===== src/rtl/multi_core_boot_sequencer.sv =====
// -----------------------------------------------------------------------------
// multi_core_boot_sequencer
//
// Purpose:
//   Boots an array of cores and then monitors their results.
//   Boot phase:
//     - streams the data image into data memory;
//     - sends every core its instruction image, register image,
//       barrier mask and start PC as network packets;
//     - ends with a single NULL packet.
//   Run phase:
//     - watches each core's store traffic for the sentinel addresses
//       (FAIL, DONE, PASS, CODE) and reports them on the status pins.
//
// Optional build macro:
//   BOOT_TIMEOUT_EN - enables a watchdog in RUN. Without it, timeout_o is 0.
//
// Ports:
//   clk, reset       clock; synchronous active-low reset
//   start_i          begin boot (only sampled in IDLE)
//   img_sel_o        image select (0 data, 1 instr, 2 reg)
//   img_addr_o       image read address
//   img_rdata_i      image word, valid one cycle after the address
//   pkt_*            network packet channel (valid/ready, id, op, data, addr)
//   mem_*            data-memory store channel (valid/ready, addr, wdata)
//   mon_valid_i      per-core store valid
//   mon_addr_i       per-core store address, packed 32 bits per core
//   mon_data_i       per-core store data, packed 32 bits per core
//   booted_o         boot complete
//   done_o           all cores reported DONE
//   fail_o           a FAIL event (or timeout) occurred
//   timeout_o        watchdog expired
//   fail_core_o      index of the failing core (NUM_CORES_P on timeout)
//   result_data_o    data of the latched DONE/FAIL event
//   code_valid_o     one-cycle pulse per CODE event
//   pass_count_o     saturating PASS event count
//   cycle_o          cycles since RUN was entered
//
// Packet opcodes: NULL=0, INSTR=1, REG=2, BAR=3, PC=4.
// -----------------------------------------------------------------------------
module multi_core_boot_sequencer #(
  parameter int          NUM_CORES_P      = 2,
  parameter int          DATA_DEPTH_P     = 1024,
  parameter int          INSTR_DEPTH_P    = 1024,
  parameter int          REG_DEPTH_P      = 64,
  parameter logic [31:0] BAR_MASK_P       = 32'h2,
  parameter logic [31:0] START_PC_P       = 32'h5,
  parameter int          TIMEOUT_CYCLES_P = 1000000,
  localparam int MAX01_LP  = (DATA_DEPTH_P > INSTR_DEPTH_P) ? DATA_DEPTH_P : INSTR_DEPTH_P,
  localparam int MAX012_LP = (MAX01_LP > REG_DEPTH_P) ? MAX01_LP : REG_DEPTH_P,
  localparam int MAX_DEPTH_LP = (MAX012_LP > 2) ? MAX012_LP : 2,
  localparam int ADDR_W_LP = $clog2(MAX_DEPTH_LP),
  localparam int FC_W_LP   = $clog2(NUM_CORES_P + 1),
  localparam int OP_W_LP   = 3
) (
  input  logic                       clk,
  input  logic                       reset,
  input  logic                       start_i,
  output logic [1:0]                 img_sel_o,
  output logic [ADDR_W_LP-1:0]       img_addr_o,
  input  logic [39:0]                img_rdata_i,
  output logic                       pkt_valid_o,
  input  logic                       pkt_ready_i,
  output logic [9:0]                 pkt_id_o,
  output logic [OP_W_LP-1:0]         pkt_op_o,
  output logic [31:0]                pkt_data_o,
  output logic [9:0]                 pkt_addr_o,
  output logic                       mem_valid_o,
  input  logic                       mem_ready_i,
  output logic [31:0]                mem_addr_o,
  output logic [31:0]                mem_wdata_o,
  input  logic [NUM_CORES_P-1:0]     mon_valid_i,
  input  logic [32*NUM_CORES_P-1:0]  mon_addr_i,
  input  logic [32*NUM_CORES_P-1:0]  mon_data_i,
  output logic                       booted_o,
  output logic                       done_o,
  output logic                       fail_o,
  output logic                       timeout_o,
  output logic [FC_W_LP-1:0]         fail_core_o,
  output logic [31:0]                result_data_o,
  output logic                       code_valid_o,
  output logic [15:0]                pass_count_o,
  output logic [31:0]                cycle_o
);

  localparam int CORE_W_LP = (NUM_CORES_P > 1) ? $clog2(NUM_CORES_P) : 1;

  localparam logic [3:0] S_IDLE  = 4'd0;
  localparam logic [3:0] S_DMEM  = 4'd1;
  localparam logic [3:0] S_INSTR = 4'd2;
  localparam logic [3:0] S_REG   = 4'd3;
  localparam logic [3:0] S_BAR   = 4'd4;
  localparam logic [3:0] S_PC    = 4'd5;
  localparam logic [3:0] S_NULLP = 4'd6;
  localparam logic [3:0] S_RUN   = 4'd7;
  localparam logic [3:0] S_DONE  = 4'd8;
  localparam logic [3:0] S_FAIL  = 4'd9;

  // Per-element sub-phases of the image-driven states:
  //   PH_ADDR - the address is on img_addr_o and the ROM is sampling it;
  //   PH_CAP  - img_rdata_i holds the word and is captured into the payload;
  //   PH_SEND - valid is high and the payload is held until ready.
  localparam logic [1:0] PH_ADDR = 2'd0;
  localparam logic [1:0] PH_CAP  = 2'd1;
  localparam logic [1:0] PH_SEND = 2'd2;

  localparam logic [OP_W_LP-1:0] OP_NULL  = 3'd0;
  localparam logic [OP_W_LP-1:0] OP_INSTR = 3'd1;
  localparam logic [OP_W_LP-1:0] OP_REG   = 3'd2;
  localparam logic [OP_W_LP-1:0] OP_BAR   = 3'd3;
  localparam logic [OP_W_LP-1:0] OP_PC    = 3'd4;

  localparam logic [ADDR_W_LP-1:0] DATA_LAST_LP  = ADDR_W_LP'(DATA_DEPTH_P - 1);
  localparam logic [ADDR_W_LP-1:0] INSTR_LAST_LP = ADDR_W_LP'(INSTR_DEPTH_P - 1);
  localparam logic [ADDR_W_LP-1:0] REG_LAST_LP   = ADDR_W_LP'(REG_DEPTH_P - 1);
  localparam logic [CORE_W_LP-1:0] CORE_LAST_LP  = CORE_W_LP'(NUM_CORES_P - 1);

  localparam logic [31:0] ADDR_FAIL_LP = 32'hDEAD_DEAD;
  localparam logic [31:0] ADDR_DONE_LP = 32'h600D_BEEF;
  localparam logic [31:0] ADDR_PASS_LP = 32'hC0FF_EEEE;
  localparam logic [31:0] ADDR_CODE_LP = 32'hC0DE_C0DE;

  // ---------------------------------------------------------------------------
  // State registers
  // ---------------------------------------------------------------------------
  logic [3:0]             state_reg, state_next;
  logic [1:0]             phase_reg, phase_next;
  logic [ADDR_W_LP-1:0]   idx_reg, idx_next;
  logic [CORE_W_LP-1:0]   core_reg, core_next;
  logic [1:0]             img_sel_reg, img_sel_next;
  logic [ADDR_W_LP-1:0]   img_addr_reg, img_addr_next;
  logic                   pkt_valid_reg, pkt_valid_next;
  logic [9:0]             pkt_id_reg, pkt_id_next;
  logic [OP_W_LP-1:0]     pkt_op_reg, pkt_op_next;
  logic [31:0]            pkt_data_reg, pkt_data_next;
  logic [9:0]             pkt_addr_reg, pkt_addr_next;
  logic                   mem_valid_reg, mem_valid_next;
  logic [31:0]            mem_addr_reg, mem_addr_next;
  logic [31:0]            mem_wdata_reg, mem_wdata_next;
  logic                   booted_reg, booted_next;
  logic                   done_reg, done_next;
  logic                   fail_reg, fail_next;
  logic [FC_W_LP-1:0]     fail_core_reg, fail_core_next;
  logic [31:0]            result_reg, result_next;
  logic                   code_reg, code_next;
  logic [15:0]            pass_reg, pass_next;
  logic [31:0]            cycle_reg, cycle_next;
  logic [NUM_CORES_P-1:0] done_bits_reg, done_bits_next;
`ifdef BOOT_TIMEOUT_EN
  logic                   timeout_reg, timeout_next;
`endif

  // Bits [39:38] of the image word carry no field this block uses.
  logic unused_img_bits;
  assign unused_img_bits = ^img_rdata_i[39:38];

  // ---------------------------------------------------------------------------
  // Monitor decode, one slice per core
  // ---------------------------------------------------------------------------
  logic [NUM_CORES_P-1:0] hit_fail, hit_done, hit_pass, hit_code;

  genvar gi;
  generate
    for (gi = 0; gi < NUM_CORES_P; gi++) begin : g_mon
      logic [31:0] st_addr;
      assign st_addr      = mon_addr_i[gi*32 +: 32];
      assign hit_fail[gi] = mon_valid_i[gi] && (st_addr == ADDR_FAIL_LP);
      assign hit_done[gi] = mon_valid_i[gi] && (st_addr == ADDR_DONE_LP);
      assign hit_pass[gi] = mon_valid_i[gi] && (st_addr == ADDR_PASS_LP);
      assign hit_code[gi] = mon_valid_i[gi] && (st_addr == ADDR_CODE_LP);
    end
  endgenerate

  // Lowest-index priority: scanning downward lets the lowest hit overwrite.
  logic [FC_W_LP-1:0] fail_idx;
  logic [31:0]        fail_data;
  logic [31:0]        done_data;
  logic [FC_W_LP-1:0] pass_inc;
  logic [16:0]        pass_sum;
  logic [15:0]        pass_sat;

  always_comb begin
    fail_idx  = '0;
    fail_data = '0;
    done_data = '0;
    pass_inc  = '0;
    for (int c = NUM_CORES_P - 1; c >= 0; c--) begin
      if (hit_fail[c]) begin
        fail_idx  = FC_W_LP'(c);
        fail_data = mon_data_i[c*32 +: 32];
      end
      if (hit_done[c]) begin
        done_data = mon_data_i[c*32 +: 32];
      end
      pass_inc = pass_inc + FC_W_LP'(hit_pass[c]);
    end
    pass_sum = {1'b0, pass_reg} + 17'(pass_inc);
    pass_sat = pass_sum[16] ? 16'hFFFF : pass_sum[15:0];
  end

  // ---------------------------------------------------------------------------
  // Element bookkeeping for the image-driven states
  // ---------------------------------------------------------------------------
  logic elem_last;
  logic xfer_done;

  always_comb begin
    case (state_reg)
      S_DMEM:  elem_last = (idx_reg == DATA_LAST_LP);
      S_INSTR: elem_last = (idx_reg == INSTR_LAST_LP);
      default: elem_last = (idx_reg == REG_LAST_LP);
    endcase
    xfer_done = (state_reg == S_DMEM) ? mem_ready_i : pkt_ready_i;
  end

  // ---------------------------------------------------------------------------
  // Next-state logic
  // ---------------------------------------------------------------------------
  always_comb begin
    state_next     = state_reg;
    phase_next     = phase_reg;
    idx_next       = idx_reg;
    core_next      = core_reg;
    img_sel_next   = img_sel_reg;
    img_addr_next  = img_addr_reg;
    pkt_valid_next = pkt_valid_reg;
    pkt_id_next    = pkt_id_reg;
    pkt_op_next    = pkt_op_reg;
    pkt_data_next  = pkt_data_reg;
    pkt_addr_next  = pkt_addr_reg;
    mem_valid_next = mem_valid_reg;
    mem_addr_next  = mem_addr_reg;
    mem_wdata_next = mem_wdata_reg;
    booted_next    = booted_reg;
    done_next      = done_reg;
    fail_next      = fail_reg;
    fail_core_next = fail_core_reg;
    result_next    = result_reg;
    code_next      = 1'b0;
    pass_next      = pass_reg;
    cycle_next     = cycle_reg;
    done_bits_next = done_bits_reg;
`ifdef BOOT_TIMEOUT_EN
    timeout_next   = timeout_reg;
`endif

    case (state_reg)
      S_IDLE: begin
        if (start_i) begin
          state_next    = S_DMEM;
          phase_next    = PH_ADDR;
          idx_next      = '0;
          core_next     = '0;
          img_sel_next  = 2'd0;
          img_addr_next = '0;
        end
      end

      S_DMEM, S_INSTR, S_REG: begin
        case (phase_reg)
          PH_ADDR: phase_next = PH_CAP;
          PH_CAP: begin
            phase_next = PH_SEND;
            if (state_reg == S_DMEM) begin
              mem_valid_next = 1'b1;
              mem_addr_next  = {{(30 - ADDR_W_LP){1'b0}}, idx_reg, 2'b00};
              mem_wdata_next = img_rdata_i[31:0];
            end else if (state_reg == S_INSTR) begin
              pkt_valid_next = 1'b1;
              pkt_id_next    = 10'(core_reg) + 10'd1;
              pkt_op_next    = OP_INSTR;
              pkt_data_next  = {16'b0, img_rdata_i[15:0]};
              pkt_addr_next  = 10'(idx_reg);
            end else begin
              pkt_valid_next = 1'b1;
              pkt_id_next    = 10'(core_reg) + 10'd1;
              pkt_op_next    = OP_REG;
              pkt_data_next  = img_rdata_i[31:0];
              pkt_addr_next  = {4'b0, img_rdata_i[37:32]};
            end
          end
          default: begin
            if (xfer_done) begin
              mem_valid_next = 1'b0;
              pkt_valid_next = 1'b0;
              phase_next     = PH_ADDR;
              if (!elem_last) begin
                idx_next      = idx_reg + 1'b1;
                img_addr_next = idx_reg + 1'b1;
              end else begin
                idx_next      = '0;
                img_addr_next = '0;
                if (state_reg == S_DMEM) begin
                  state_next   = S_INSTR;
                  img_sel_next = 2'd1;
                end else if (state_reg == S_INSTR) begin
                  state_next   = S_REG;
                  img_sel_next = 2'd2;
                end else begin
                  // BAR carries a constant, so it goes straight to valid.
                  state_next     = S_BAR;
                  pkt_valid_next = 1'b1;
                  pkt_op_next    = OP_BAR;
                  pkt_data_next  = BAR_MASK_P;
                  pkt_addr_next  = 10'd24;
                end
              end
            end
          end
        endcase
      end

      S_BAR: begin
        if (pkt_ready_i) begin
          state_next    = S_PC;
          pkt_op_next   = OP_PC;
          pkt_data_next = START_PC_P;
          pkt_addr_next = 10'd0;
        end
      end

      S_PC: begin
        if (pkt_ready_i) begin
          if (core_reg == CORE_LAST_LP) begin
            state_next    = S_NULLP;
            pkt_id_next   = 10'd1;
            pkt_op_next   = OP_NULL;
            pkt_data_next = 32'hFFFF_FFFE;
            pkt_addr_next = 10'd24;
          end else begin
            state_next     = S_INSTR;
            core_next      = core_reg + 1'b1;
            pkt_valid_next = 1'b0;
            phase_next     = PH_ADDR;
            idx_next       = '0;
            img_sel_next   = 2'd1;
            img_addr_next  = '0;
          end
        end
      end

      S_NULLP: begin
        if (pkt_ready_i) begin
          state_next     = S_RUN;
          pkt_valid_next = 1'b0;
          booted_next    = 1'b1;
          cycle_next     = '0;
        end
      end

      S_RUN: begin
        cycle_next = cycle_reg + 32'd1;
        pass_next  = pass_sat;
        code_next  = |hit_code;
        if (|hit_fail) begin
          state_next     = S_FAIL;
          fail_next      = 1'b1;
          fail_core_next = fail_idx;
          result_next    = fail_data;
        end else begin
          if (|hit_done) begin
            result_next = done_data;
          end
          done_bits_next = done_bits_reg | hit_done;
          if (&(done_bits_reg | hit_done)) begin
            state_next = S_DONE;
            done_next  = 1'b1;
          end
`ifdef BOOT_TIMEOUT_EN
          else if (cycle_reg == 32'(TIMEOUT_CYCLES_P)) begin
            state_next     = S_FAIL;
            fail_next      = 1'b1;
            timeout_next   = 1'b1;
            fail_core_next = FC_W_LP'(NUM_CORES_P);
            result_next    = '0;
          end
`endif
        end
      end

      default: begin
        // DONE and FAIL hold until reset.
      end
    endcase
  end

  // ---------------------------------------------------------------------------
  // Registers
  // ---------------------------------------------------------------------------
  always_ff @(posedge clk) begin
    if (!reset) begin
      state_reg     <= S_IDLE;
      phase_reg     <= PH_ADDR;
      idx_reg       <= '0;
      core_reg      <= '0;
      img_sel_reg   <= '0;
      img_addr_reg  <= '0;
      pkt_valid_reg <= 1'b0;
      pkt_id_reg    <= '0;
      pkt_op_reg    <= '0;
      pkt_data_reg  <= '0;
      pkt_addr_reg  <= '0;
      mem_valid_reg <= 1'b0;
      mem_addr_reg  <= '0;
      mem_wdata_reg <= '0;
      booted_reg    <= 1'b0;
      done_reg      <= 1'b0;
      fail_reg      <= 1'b0;
      fail_core_reg <= '0;
      result_reg    <= '0;
      code_reg      <= 1'b0;
      pass_reg      <= '0;
      cycle_reg     <= '0;
      done_bits_reg <= '0;
    end else begin
      state_reg     <= state_next;
      phase_reg     <= phase_next;
      idx_reg       <= idx_next;
      core_reg      <= core_next;
      img_sel_reg   <= img_sel_next;
      img_addr_reg  <= img_addr_next;
      pkt_valid_reg <= pkt_valid_next;
      pkt_id_reg    <= pkt_id_next;
      pkt_op_reg    <= pkt_op_next;
      pkt_data_reg  <= pkt_data_next;
      pkt_addr_reg  <= pkt_addr_next;
      mem_valid_reg <= mem_valid_next;
      mem_addr_reg  <= mem_addr_next;
      mem_wdata_reg <= mem_wdata_next;
      booted_reg    <= booted_next;
      done_reg      <= done_next;
      fail_reg      <= fail_next;
      fail_core_reg <= fail_core_next;
      result_reg    <= result_next;
      code_reg      <= code_next;
      pass_reg      <= pass_next;
      cycle_reg     <= cycle_next;
      done_bits_reg <= done_bits_next;
    end
  end

`ifdef BOOT_TIMEOUT_EN
  always_ff @(posedge clk) begin
    if (!reset) begin
      timeout_reg <= 1'b0;
    end else begin
      timeout_reg <= timeout_next;
    end
  end
  assign timeout_o = timeout_reg;
`else
  assign timeout_o = 1'b0;
`endif

  assign img_sel_o     = img_sel_reg;
  assign img_addr_o    = img_addr_reg;
  assign pkt_valid_o   = pkt_valid_reg;
  assign pkt_id_o      = pkt_id_reg;
  assign pkt_op_o      = pkt_op_reg;
  assign pkt_data_o    = pkt_data_reg;
  assign pkt_addr_o    = pkt_addr_reg;
  assign mem_valid_o   = mem_valid_reg;
  assign mem_addr_o    = mem_addr_reg;
  assign mem_wdata_o   = mem_wdata_reg;
  assign booted_o      = booted_reg;
  assign done_o        = done_reg;
  assign fail_o        = fail_reg;
  assign fail_core_o   = fail_core_reg;
  assign result_data_o = result_reg;
  assign code_valid_o  = code_reg;
  assign pass_count_o  = pass_reg;
  assign cycle_o       = cycle_reg;

endmodule

===== config.mk =====
export PLATFORM = sky130hd
export DESIGN_NAME = multi_core_boot_sequencer
export DESIGN_NICKNAME = d
export VERILOG_FILES = /design/src/rtl/multi_core_boot_sequencer.sv
export SDC_FILE = /design/constraint.sdc
export NUM_CORES = 1
export LEC_CHECK = 0
export ABC_AREA = 1
export CAP_MARGIN = 40
export CORE_ASPECT_RATIO = 1.75
export CORE_MARGIN = 5
export CORE_UTILIZATION = 40
export DETAILED_ROUTE_END_ITERATION = 10
export HOLD_SLACK_MARGIN = 0.03
export MAX_ROUTING_LAYER = met4
export PLACE_DENSITY = 0.72
export SYNTH_ARGS = -nofsm -noshare
export SYNTH_HDL_FRONTEND = slang
export SYNTH_SLANG_ARGS = --single-unit

===== constraint.sdc =====
create_clock -name clk -period 3.1 [get_ports clk]
set_clock_uncertainty 0.15 [all_clocks]
set_input_delay 0.31 -clock clk [delete_from_list [all_inputs] [get_ports clk]]
set_output_delay 0.31 -clock clk [all_outputs]
set_load 0.005 [all_outputs]

[Yosys cells after proc, flatten, opt, wreduce, memory -nomap -nowiden]
Index checks and enable logic that the tools add are counted.
Storage, ports and cells
  flip-flop bits (word level): 206
  bits of input ports: 175
  output and inout port bits: 220
  logic and storage cells: 214
Operators by class
  multiplexer cells: 102
  reduce and logical (&&, ||, !) cells: 43
  bitwise logic cells: 3
  add/subtract/negate cells: 6
  equality and inequality tests: 38
Operators by type and width (number)
  two-way mux 32 bit: 16
  equality test 32 bit, second input constant: 6
  two-way mux 10 bit: 19
  one-hot mux 32 bit (2 select lines): 2
  one-hot mux 32 bit (3 select lines): 1
  equality test 32 x 31 -> 1 bit, second input constant: 2
  one-hot mux 10 bit (3 select lines): 2
  one-hot mux 10 bit (2 select lines): 2
  two-way mux 4 bit: 9
  two-way mux 3 bit: 11
  adder 32 x 1 -> 32 bit, second input constant: 1
  != test 2 bit, second input constant: 13
  two-way mux 2 bit: 12
  one-hot mux 4 bit (6 select lines): 1
  != test 3 bit, second input constant: 6
  AND reduction 9 bit: 2
  adder 16 x 2 -> 17 bit: 1
  two-way mux 1 bit: 17
  equality test 4 x 3 -> 1 bit, second input constant: 4
  two-way mux 16 bit: 1
  AND reduction 2 bit: 7
  one-hot mux 2 bit (3 select lines): 2
  adder 10 x 1 -> 10 bit, second input constant: 1
  equality test 10 bit, second input constant: 1
  29 further kinds: 53

[Depth between registers and ports, before layout]
  depth after elaboration: 7
  mapped depth: 16
  depth with buffers taken out: 15

[Least setup slack after synthesis]
Ideal clock, no wire load.
  path kind: input -> register
  from: in mon_addr_i[35]
  to: reg pass_reg[14] (netlist: pass_count_o[14])
  slack: 438 ps
  required time: 2876 ps
  arrival time: 2438 ps
  stages: 14
  setup time: 74 ps
  path through: nand2_1 nor3_1 nand3_1 nor4_1 nand3_1 fa_1 inv_1 ha_1 nand3_1 nor3_4 nand3_1 nor2_1 o21ai_0 a31oi_1
Between the ends
  cells in the longest elaborated chain, start to end: 5
RTL lines
  start, declared: RTL line 73  | input logic [32*NUM_CORES_P-1:0] mon_addr_i,
  equality test 32 bit: RTL line 169  | assign hit_pass[gi] = mon_valid_i[gi] && (st_addr == ADDR_PASS_LP);
  logical AND 1 bit: RTL line 169
  adder 1 x 1 -> 2 bit: RTL line 195  | pass_inc = pass_inc + FC_W_LP'(hit_pass[c]);
  adder 16 x 2 -> 17 bit: RTL line 197  | pass_sum = {1'b0, pass_reg} + 17'(pass_inc);
  two-way mux 16 bit: RTL line 198  | pass_sat = pass_sum[16] ? 16'hFFFF : pass_sum[15:0];
  end signal, assigned: RTL line 436  | pass_reg <= pass_next;
  end, declared: RTL line 146  | logic [15:0] pass_reg, pass_next;
No other way between the ends.
A chain may end at the register's enable or synchronous reset.

[Worst setup path in the final report]
  from: in mon_addr_i[33]
  to: reg pass_reg[14] (netlist: pass_count_o[14])
The elaborated chain is that of the path after synthesis.

==> impl.org <==
** Worst setup path
- STA puts the critical path data required time at 3.33 ns.
- In this run the worst path has a maximum fanout of 3.
- Arr. time, crit path :: 3.21 ns
- STA classifies the critical path startpoint as a primary input.
- Sort of element at the end of the critical path :: flip-flop
- The critical path is of the in -> reg type.
- Cell depth of the worst flop-to-flop path :: 8

** Pwr
- Of the total power, the clock network draws 24.7%.
- Combinational logic burns 42.8% of the power.
- Leakage power figure :: 6.33 nW
- Net switching is 39.8% of the power.
- Net switching power :: 3.77 mW
- The share of total power dissipated in sequential elements is 32.4%.
- Worst voltage drop across the vdd grid :: 0.482 mV
- For this design the ratio of total power to cell area is 604 mW/mm^2.
- Cell internal power was estimated by the tool at 5.70 mW.

** Placement
- In this run the cell area measured after placement is 0.0150 mm^2.
- OpenSTA, run right after detailed placement, puts the worst setup slack at -0.544 ns.
- Including well taps, the total number of placed cells is 2394.
- Routability-driven placement finished with a final weighted congestion of 0.984.
- DP HPWL :: 32000 um
- The count of buffers added on input and output ports is 360.

** Synth
- Mean area per synthesized cell :: 6.38 um^2
- In this run, synthesis produced a sequential element count of 197.
- Mapped Area :: 0.0109 mm^2
- Async S/R FF share, synth :: 0%
- Simple-Gate Fraction of Synth Area :: 39.8%
- By area the synthesized netlist is led by dfxtp_1 (36%), nand2_1 (13%), nor2_1 (11%), nand3_1 (9.4%), inv_1 (6.2%).
- Mux cell area share after synthesis :: 0%
- The synthesized netlist devotes 10.4% of its cell area to compound gates.
- Dominant cell type by area after synthesis :: dfxtp_1
- Sequential share of the synthesized area :: 36.2%
- Gate count of the mapped netlist :: 1707
- Predominant post-synthesis flop cell :: dfxtp_1
- The netlist uses 54 different library cells.
- Area share of the leading cell type in the synthesized netlist :: 36.2%
- Adder-cell share of the synthesized area :: 0.529%
- The synthesized netlist devotes 0.644% of its cell area to XOR and XNOR gates.
- After synthesis, the largest family of logic cells by area is simple AND/OR/NAND/NOR gates.
- Number of synthesized flops with an enable pin :: 0
- The Yosys step of the flow raised 0 warnings.

** Global route
- Wire length of the first global-routing pass :: 63700 um
- In the global route stage, overall resource usage came out at 26.8%.
- Summed over all layers, the global routing overflow is 0.
- For this run, global-route usage on met1 was measured as 26.5%.
- The initial antenna violation count was 6.
- Pin count of the biggest net entering global routing :: 62
- In the global route stage, met2 resource usage came out at 49.9%.
- met2 is the most crowded layer.
- The via count of the first global-routing pass is 11906.
- Met3 Resource Use GR :: 5.14%

** Floorplan
- Die outline height :: 228 um
- Rows :: 80
- In this run the count of I/O pins placed on the die edge is 395.
- The initial utilization of the core area, before any placement, comes to 40.3%.
- Core Area :: 0.0270 mm^2
- The floorplan step defined a die boundary enclosing 0.0307 mm^2.
- In this run the horizontal extent of the chip is 135 um.

** Run status
- Status :: completed

** Hold path
- Worst Hold Class :: in -> reg
- Cells on Worst Hold Path :: 3

** Route
- Count of antenna-violating nets left after detailed routing :: 0
- The first TritonRoute pass finished after 5 iterations.
- In this run, the number of DRC markers left after iteration 0 of detailed routing was 719.
- DR vias :: 12549
- After detailed routing, the number of remaining DRC violations is 0.
- Dividing the detail-routed wire length by the instance count gives 17.0 um.
- Dividing the detail-routed via count by the number of cells gives 5.16.
- Wirelength, routed :: 41300 um

** Timing
- Achievable Freq :: 0.335 GHz
- The worst path uses 96.2% of the clock period.
- Setup violations, final :: 0
- Fin worst setup slack :: 0.119 ns
- Final Hold Viols :: 0
- Headroom to the max-slew limit :: 49.2%
- Across all hold checks on the routed design, the worst slack comes to 0.220 ns.
- For the finished layout, the period the worst path requires is 2.98 ns.
- Worst-Margin Slew :: 0.761 ns
- The max-slew violation count is 0.

** Finish
- Total of fill cells in the finished design :: 2554
- Relative to the synthesized area, the layout overhead comes to 44.0%.
- Ratio of cells with drive above 1 in the final layout :: 7.38%
- The net count of the finished layout is 2265.
- Cell area after layout :: 0.0157 mm^2
- The count of cells in the finished layout, fillers not included, comes to 2433.

** Clock tree
- Clk sinks :: 197
- For the worst-skew pair, the clock arrives at the later sink with an insertion delay of 0.45 ns.
- After clock tree synthesis, the clock-pin slew on the worst setup and hold paths is 0.07 ns.
- The number of hold buffers added after CTS was 0.
- The clock tree synthesis step divided the H-tree into 4 levels.
- TritonCTS created 17 clock buffers.
- CTS tree :: done
- Largest buffer count on any clock path :: 2
- Clock root buffer :: clkbuf_16

** Flow run
- Total of max-cap violations :: 0
layout by cell type, fill, tap and decap left out, types with 5 or more instances in the layout:
cell type          n
nand4_1           31
a21oi_1           97
clkbuf_16         17
diode_2            6
inv_6              6
nor4_1             5
inv_1            180
nor3_1            38
conb_1            32
a211oi_1           8
a31oi_1           36
inv_2              6
dfxtp_1          197
nand3b_1           6
nor2_1           317
o21ai_0           33
xor2_1             7
nand2_1          363
nand2_2           11
clkdlybuf4s50_1  359
nand3_1          203
buf_4             80
cell usage after synthesis, types with 7 or more instances:
| library cell | number |
|---|---|
| a211oi_1 | 8 |
| a21oi_1 | 97 |
| a31oi_1 | 36 |
| buf_1 | 11 |
| buf_2 | 15 |
| buf_4 | 35 |
| buf_6 | 9 |
| clkbuf_1 | 42 |
| dfxtp_1 | 197 |
| inv_1 | 180 |
| nand2_1 | 363 |
| nand2_2 | 11 |
| nand3_1 | 205 |
| nand4_1 | 31 |
| nor2_1 | 317 |
| nor3_1 | 38 |
| o21ai_0 | 33 |
| xor2_1 | 7 |
per-stage QoR:
step           power, mW  TNS, ns  utilization [%]
6_report            9.47        0             58.0
5_1_grt             10.1  -0.0294             58.0
4_1_cts             9.53        0             57.8
3_5_place_dp        7.18    -6.82             55.5
3_3_place_gp        7.10    -6.29             55.5
2_1_floorplan       5.87        0                -
what timing repair did:
action,4_1_cts,5_1_grt
gates resized for setup,1,4
setup endpoints to repair,3,8
hold endpoints to repair,0,0
pin swaps,0,4
buffers inserted,0,1
final cells by class:
class	count	area, um^2	share of cell area (%)
flip-flops and latches	197	3940	25.2
multi-input cells	1241	5750	36.7
well taps	328	410	2.62
repair buffers	441	4230	27.0
clock inverters	14	179	1.14
diodes	6	15.0	0.0958
inverters	188	708	4.52
clock buffers	18	439	2.80
cell families after synthesis:
logic type | Yosys count
and+or+nand+nor | 999
other | 1
xor gates and xnor gates | 8
adders and majority gates | 4
buffers and inverters | 300
DFF | 197
AOI/OAI and AO/OA | 198
final timing paths:
kind,startpoint,to,slack (ns)
setup reg to reg,state_reg[1]$_SDFFE_PN0P_,cycle_o[11]$_SDFFE_PN0P_,0.67
hold / removal,reset,done_o$_SDFFE_PN0P_,0.22
hold reg to reg,mem_wdata_o[17]$_SDFFE_PN0P_,mem_wdata_o[17]$_SDFFE_PN0P_,0.31
setup / recovery,mon_addr_i[33],pass_count_o[14]$_SDFFE_PN0P_,0.12
metal layers:
| layer | wire length (um) | part of all wire, % |
|---|---|---|
| met5 | 0 | 0 |
| met4 | 1680 | 4.1 |
| met3 | 2250 | 5.4 |
| met2 | 22900 | 55 |
| met1 | 14400 | 35 |
power by group through the flow:
stage	clock, mW	combinational, mW	sequential (mW)
2_1_floorplan	0	2.75	3.12
4_1_cts	2.39	4.07	3.07
3_5_place_dp	0	4.05	3.13
6_report	2.34	4.05	3.07
5_1_grt	2.50	4.50	3.12
3_3_place_gp	0	3.98	3.12
worst max-delay path, cell delays in order:
cell and delay, ns:
clkdlybuf4s50_1 0.49, inv_1 0.06, nor3_1 0.18, nand3_1 0.20, nor4_4 0.30, nand3_2 0.14, fa_2 0.42, inv_1 0.07
ha_1 0.16, nand3_1 0.14, nor3_4 0.20, nand3_2 0.11, nor2_1 0.17, o21ai_0 0.10, a31oi_1 0.17
Power figures use the tool's default switching activity.
